===== src/rtl/decay_pkg.sv =====
// decay_pkg: shared types, constants and BCD helpers for the muon decay timer.
//   state_e     - FSM state type (IDLE, TIMING)
//   bcd_digit_t - one packed BCD digit
//   bcd_word_t  - four packed BCD digits, nibble [15:12] most significant
//   BCD_MAX     - largest representable 4-digit BCD value
package decay_pkg;

    typedef enum logic [0:0] {
        IDLE   = 1'b0,
        TIMING = 1'b1
    } state_e;

    typedef logic [3:0]  bcd_digit_t;
    typedef logic [15:0] bcd_word_t;

    localparam bcd_word_t BCD_MAX = 16'h9999;

    // Add one to a 4-digit BCD word; each digit wraps 9 -> 0 and carries upward.
    function automatic bcd_word_t bcd_inc(input bcd_word_t val);
        bcd_word_t  res;
        bcd_digit_t dig;
        logic       carry;
        res   = val;
        carry = 1'b1;
        for (int i = 0; i < 4; i++) begin
            dig = val[i*4 +: 4];
            if (carry) begin
                if (dig == 4'd9) begin
                    res[i*4 +: 4] = 4'd0;
                end else begin
                    res[i*4 +: 4] = dig + 4'd1;
                    carry         = 1'b0;
                end
            end
        end
        return res;
    endfunction

    // Elaboration-time conversion of a constant threshold; not used on any datapath.
    function automatic bcd_word_t const_to_bcd(input int unsigned val);
        bcd_word_t   res;
        int unsigned rem;
        res = '0;
        rem = (val > 9999) ? 9999 : val;
        for (int i = 0; i < 4; i++) begin
            res[i*4 +: 4] = 4'(rem % 10);
            rem           = rem / 10;
        end
        return res;
    endfunction

endpackage


===== src/rtl/bcd_counter4.sv =====
// bcd_counter4: 4-digit BCD up-counter.
//   clk    - rising-edge clock
//   rst_n  - asynchronous active-low reset, clears the count
//   clr    - synchronous clear (wins over inc)
//   inc    - advance the count by one BCD step
//   value  - current count, nibble [15:12] most significant
//   at_max - high while value is 9999
// The counter wraps from 9999 to 0000; callers that need saturation gate inc with at_max.
module bcd_counter4
    import decay_pkg::*;
(
    input  logic      clk,
    input  logic      rst_n,
    input  logic      clr,
    input  logic      inc,
    output bcd_word_t value,
    output logic      at_max
);

    bcd_word_t value_q;
    bcd_word_t value_d;

    always_comb begin
        value_d = value_q;
        if (clr) begin
            value_d = '0;
        end else if (inc) begin
            value_d = bcd_inc(value_q);
        end
    end

    always_ff @(posedge clk or negedge rst_n) begin
        if (!rst_n) begin
            value_q <= '0;
        end else begin
            value_q <= value_d;
        end
    end

    assign value  = value_q;
    assign at_max = (value_q == BCD_MAX);

endmodule


===== src/rtl/decay_timer.sv =====
// decay_timer: measures the interval between a start pulse (muon arrival) and a stop
// pulse (decay electron) in BCD ticks, and counts accepted decays.
//   Parameters:
//     TICK_DIV  - clock cycles per tick (>= 2)
//     MIN_TICKS - shortest accepted interval, only with DECAY_MIN_FILTER_EN defined
//   Ports:
//     clk         - system clock, rising edge
//     rst_n       - asynchronous active-low reset
//     start_pulse - one-cycle channel A event
//     stop_pulse  - one-cycle channel B event
//     digits_T    - BCD ticks of the last accepted interval
//     digits_N    - BCD count of accepted decays, saturating at 9999
//     busy        - high while timing
//     done        - one-cycle pulse when digits_T updates
//     timeout     - one-cycle pulse when a measurement overflows
// Build option: define DECAY_MIN_FILTER_EN to reject stops arriving before MIN_TICKS
// (afterpulse rejection); by default every stop while timing is accepted.
module decay_timer
    import decay_pkg::*;
#(
    parameter int unsigned TICK_DIV  = 100,
    parameter int unsigned MIN_TICKS = 2
) (
    input  logic        clk,
    input  logic        rst_n,
    input  logic        start_pulse,
    input  logic        stop_pulse,
    output logic [15:0] digits_T,
    output logic [15:0] digits_N,
    output logic        busy,
    output logic        done,
    output logic        timeout
);

    localparam int unsigned PreW = (TICK_DIV > 2) ? $clog2(TICK_DIV) : 1;
    localparam logic [PreW-1:0] PreLast = PreW'(TICK_DIV - 1);

    state_e          state_q, state_d;
    logic [PreW-1:0] pre_q, pre_d;
    bcd_word_t       digits_t_q, digits_t_d;
    logic            done_q, done_d;
    logic            timeout_q, timeout_d;

    logic      elapsed_clr;
    logic      elapsed_inc;
    bcd_word_t elapsed;
    logic      elapsed_at_max;

    logic      count_inc;
    bcd_word_t count;
    logic      count_at_max;

    logic      accept;
    logic      stop_ok;
    logic      tick_due;

    bcd_counter4 u_elapsed (
        .clk    (clk),
        .rst_n  (rst_n),
        .clr    (elapsed_clr),
        .inc    (elapsed_inc),
        .value  (elapsed),
        .at_max (elapsed_at_max)
    );

    bcd_counter4 u_count (
        .clk    (clk),
        .rst_n  (rst_n),
        .clr    (1'b0),
        .inc    (count_inc),
        .value  (count),
        .at_max (count_at_max)
    );

    assign tick_due = (pre_q == PreLast);

`ifdef DECAY_MIN_FILTER_EN
    localparam bcd_word_t MinBcd = const_to_bcd(MIN_TICKS);
    // BCD words order the same way as their decimal values, so a plain compare works.
    assign stop_ok = stop_pulse && (elapsed >= MinBcd);
`else
    assign stop_ok = stop_pulse;
`endif

    // Decay count holds at 9999; done still pulses for every accepted stop.
    assign count_inc = accept && !count_at_max;

    always_comb begin
        state_d     = state_q;
        pre_d       = pre_q;
        digits_t_d  = digits_t_q;
        done_d      = 1'b0;
        timeout_d   = 1'b0;
        elapsed_clr = 1'b0;
        elapsed_inc = 1'b0;
        accept      = 1'b0;
        case (state_q)
            IDLE: begin
                if (start_pulse) begin
                    pre_d       = '0;
                    elapsed_clr = 1'b1;
                    state_d     = TIMING;
                end
            end
            TIMING: begin
                // Priority: stop, then retrigger, then overflow, then normal counting.
                if (stop_ok) begin
                    accept     = 1'b1;
                    digits_t_d = elapsed;
                    done_d     = 1'b1;
                    state_d    = IDLE;
                end else if (start_pulse) begin
                    pre_d       = '0;
                    elapsed_clr = 1'b1;
                end else if (tick_due && elapsed_at_max) begin
                    timeout_d = 1'b1;
                    state_d   = IDLE;
                end else if (tick_due) begin
                    pre_d       = '0;
                    elapsed_inc = 1'b1;
                end else begin
                    pre_d = pre_q + 1'b1;
                end
            end
            default: begin
                state_d = IDLE;
            end
        endcase
    end

    always_ff @(posedge clk or negedge rst_n) begin
        if (!rst_n) begin
            state_q    <= IDLE;
            pre_q      <= '0;
            digits_t_q <= '0;
            done_q     <= 1'b0;
            timeout_q  <= 1'b0;
        end else begin
            state_q    <= state_d;
            pre_q      <= pre_d;
            digits_t_q <= digits_t_d;
            done_q     <= done_d;
            timeout_q  <= timeout_d;
        end
    end

    assign digits_T = digits_t_q;
    assign digits_N = count;
    assign busy     = (state_q == TIMING);
    assign done     = done_q;
    assign timeout  = timeout_q;

endmodule


===== config.mk =====
export PLATFORM = sky130hd
export DESIGN_NAME = decay_timer
export DESIGN_NICKNAME = d
export VERILOG_FILES = /design/src/rtl/decay_pkg.sv /design/src/rtl/bcd_counter4.sv /design/src/rtl/decay_timer.sv
export SDC_FILE = /design/constraint.sdc
export NUM_CORES = 1
export LEC_CHECK = 0
export ABC_AREA = 1
export CAP_MARGIN = 20
export CORE_ASPECT_RATIO = 0.6
export CORE_UTILIZATION = 47
export DETAILED_ROUTE_END_ITERATION = 12
export PLACE_DENSITY = 0.8
export SETUP_SLACK_MARGIN = 0.2
export SKIP_CTS_REPAIR_TIMING = 1
export SYNTH_ARGS = -nofsm -noshare
export SYNTH_HDL_FRONTEND = slang
export SYNTH_SLANG_ARGS = --single-unit

===== constraint.sdc =====
create_clock -name clk -period 1.75 [get_ports clk]
set_input_delay 0.35 -clock clk [delete_from_list [all_inputs] [get_ports clk]]
set_output_delay 0.35 -clock clk [all_outputs]
set_load 0.02 [all_outputs]

==> run_results.csv <==
group,metric,value,unit
worst_setup_path,critPathRequiredTime,1.97,ns
global_route,grt_pass1_wl,12000,um
sta,fmax,0.629,GHz
finish,post-route-util,69.1,%
logic_synthesis,yosysSeqAreaShare,46.6,%
worst_setup_path,slowest_stage,"dfrtp_1",
sta,finalSetupViolCount,0,
place,gp_congestion,0.913,
clock_network,cts_buffer_depth,2,
finish,fillers,449,
sta,drv_slew,0,
logic_synthesis,async_flop_share,100,%
die,die_w,107,um
clock_network,htree_levels,3,
pwr,p_leak,2.53,nW
job,maxCapViolCount,0,
sta,tightest_slew,0.319,ns
logic_synthesis,syn-num-nets,403,
global_route,antenna_found_initial,0,
global_route,grt_pass1_vias,2491,
drt,wirelength,7990,um
logic_synthesis,synth_flop_cell,"dfrtp_1",
logic_synthesis,yosys_warnings,0,
worst_hold_path,hp-class,"primary input to asynchronous set/reset pin",
drt,antenna_left,0,
place,dp_worst_setup_slack,-0.0632,ns
sta,fin_ws,0.161,ns
logic_synthesis,synth-edff-count,0,
worst_setup_path,worstSetupPathType,"flop to flop",
pwr,peakVddDrop,0.692,mV
drt,vias,2922,
global_route,grt-ovfl-total,0,
logic_synthesis,synth.area.top_cells,"dfrtp_1 (47%), nand2_1 (15%), nand3_1 (4.8%)",
worst_setup_path,r2r_slack,0.16,ns
sta,maxSlewHeadroom,78.6,%
global_route,grt_max_degree,59,
logic_synthesis,syn_inst,390,
worst_setup_path,crit_top_cell,"nand2_4",
logic_synthesis,synth.most_common_cell,"nand2_1",
worst_setup_path,critPathMaxFanout,8,
sta,rsz0062_at_grt,"yes",
place,io_buffers,38,
clock_network,cts_tree,"done",
sta,finalCriticalPeriod,1.59,ns
logic_synthesis,netlist_area,3110,um2
finish,layout-drive-gt1-share,23.2,%
die,coreArea,6250,um2
finish,syn_to_final_growth,38.6,%
die,start_util,49.8,%
logic_synthesis,synth_cell_types,29,
place,dp_hpwl,4950,um
die,num_rows,22,
logic_synthesis,synth_top_area_share,46.6,%
clock_network,clockRootBuffer,"clkbuf_8",
drt,drcViolationCount,0,
global_route,grt_usage,22.7,%
clock_network,cts_sinks,58,
worst_setup_path,cpPeakStageDelay,0.40,ns
drt,drtPass1Iterations,5,
drt,wire_per_inst,14.3,um
clock_network,clkTransAtPathRegs,0.06,ns
sta,hold_violations,0,
clock_network,clk_latency,0.34,ns
logic_synthesis,synthTopCellsByCount,"nand2_1 (128), dfrtp_1 (58), inv_1 (36), nand3_1 (30)",
die,dieHeight,65.0,um
die,ios,39,
clock_network,cts_buffers,9,
worst_setup_path,cp_cell_sequence,"inv_2 > ha_4 > nand3_4 > nor2_4 > nand2_2 > nand2_4 > nand2_4 > buf_6 > nand2_1 > o21ai_1",
logic_synthesis,synth_top_cell_by_area,"dfrtp_1",
pwr,powerDensity,1150,nW/um2
worst_setup_path,worst-path-buf-inv,2,
worst_setup_path,startpoint_type,"flop",
sta,fin_worst_skew,0.00742,ns
logic_synthesis,ys_ff_latch,58,
drt,drt_iter0_drc,241,
finish,antenna_cells,0,
sta,fin_crit_sh,90.8,%
drt,viasPerCell,5.24,
outcome,outcome,"completed",
finish,layout.nets,483,
worst_setup_path,worstPathArrival,1.81,ns
die,dieArea,6960,um2
logic_synthesis,syn_area_per_cell,7.98,um2
worst_setup_path,worst_setup_path_end_kind,"flop",
worst_setup_path,critPathTopFamily,"simple AND/OR/NAND/NOR gates",
## worst paths after layout
check,endpoint,startpoint,cells after the start
hold reg to reg,digits_T[8]$_DFFE_PN0P_,digits_T[8]$_DFFE_PN0P_,2
setup / recovery,u_elapsed.value[3]$_DFFE_PN0P_,u_elapsed.value[1]$_DFFE_PN0P_,10
hold / removal,u_elapsed.value[7]$_DFFE_PN0P_,rst_n,2
max in group asynchronous,pre_q[0]$_DFFE_PN0P_,rst_n,2
setup reg to reg,u_elapsed.value[3]$_DFFE_PN0P_,u_elapsed.value[1]$_DFFE_PN0P_,10
min in group clk,digits_T[8]$_DFFE_PN0P_,digits_T[8]$_DFFE_PN0P_,2
## sequential cells by signal (all words and copies together) (netlist names)
| register | flops |
|---|---|
| digits_T | 16 |
| u_count.value | 16 |
| u_elapsed.value | 16 |
| pre_q | 7 |
| busy | 1 |
| done | 1 |
| timeout | 1 |
## cell families after synthesis
kind of cell,synth area share [%]
buf+inv,6.59
xor+xnor,3.94
flops,46.6
simple gates,33.2
fa+ha+maj,3.62
compound gates,6.07
## worst register-to-register path: cells and delay by family (launching register included)
family	cells	cell delay, ns
and+or+nand+nor	6	0.59
DFF	1	0.40
buffers and inverters	2	0.25
adders and majority gates	1	0.15
AOI/OAI and AO/OA	1	0.07
## per-layer routing
layer  vias to the layer above  share of wire (%)  global-route usage [%]  routed length [um]
met5                         -                  0                       0                   0
met4                         0                1.3                    6.85                 106
met3                         8                5.6                    6.94                 444
met2                        83                 45                    32.4                3630
met1                      1415                 48                    32.9                3810
li1                       1416                  -                       -                   -
## layout make-up
cell class | count | area [um2] | share of cell area, %
clock buffer | 13 | 179 | 4.15
clock inverter | 2 | 10.0 | 0.232
inverter | 40 | 155 | 3.60
multi-input combinational | 286 | 1650 | 38.3
sequential | 58 | 1450 | 33.7
tap | 84 | 105 | 2.44
timing repair buffer | 75 | 761 | 17.6
## cell usage in the layout (no fill, tap or decap)
cell type | netlist | layout
nor3_1 | 6 | 6
inv_2 | 3 | 12
dfrtp_2 | 0 | 1
clkinv_2 | 0 | 2
nand2_2 | 5 | 8
nor2_1 | 27 | 24
nor2_2 | 3 | 2
or2_2 | 2 | 2
nor3_4 | 1 | 1
buf_12 | 0 | 1
a21oi_1 | 1 | 1
dlymetal6s2s_1 | 0 | 35
ha_1 | 9 | 4
nor3_2 | 1 | 1
o21bai_4 | 0 | 1
inv_1 | 36 | 26
clkdlybuf4s50_1 | 0 | 2
buf_2 | 0 | 1
inv_4 | 1 | 2
nor2_4 | 2 | 6
o21bai_1 | 2 | 1
xor2_1 | 10 | 10
nand2_1 | 128 | 123
clkbuf_8 | 0 | 13
o21ai_0 | 27 | 27
ha_4 | 0 | 5
buf_6 | 2 | 2
o21ai_2 | 1 | 2
o21ai_1 | 5 | 4
nand4_1 | 13 | 13
dfrtp_1 | 58 | 57
nand2_4 | 1 | 4
nand3_4 | 0 | 5
nand3_1 | 30 | 26
or2_0 | 1 | 1
xnor2_1 | 4 | 4
buf_4 | 3 | 34
nand3_2 | 6 | 5
## power breakdown
group          internal, mW  switching [mW]
registers              1.64           0.287
clock network         0.656           0.533
logic                 0.848            1.00
total                  3.14            1.83
## stage by stage
| stage | area [um2] | hold WS, ns | setup TNS (ns) | cells | total power, mW |
|---|---|---|---|---|---|
| 2_1_floorplan | 3110 | 0.0544 | 0 | 390 | 2.77 |
| 3_3_place_gp | 3700 | 0.380 | -0.199 | 525 | 3.40 |
| 3_5_place_dp | 3700 | 0.378 | -0.619 | 525 | 3.45 |
| 4_1_cts | 3890 | 0.00689 | -0.250 | 540 | 4.65 |
| 5_1_grt | 4320 | 0.0236 | 0 | 558 | 5.29 |
| 6_report | 4320 | 0.00174 | 0 | 558 | 4.97 |
Note: power is estimated with default switching activity, not from simulation.
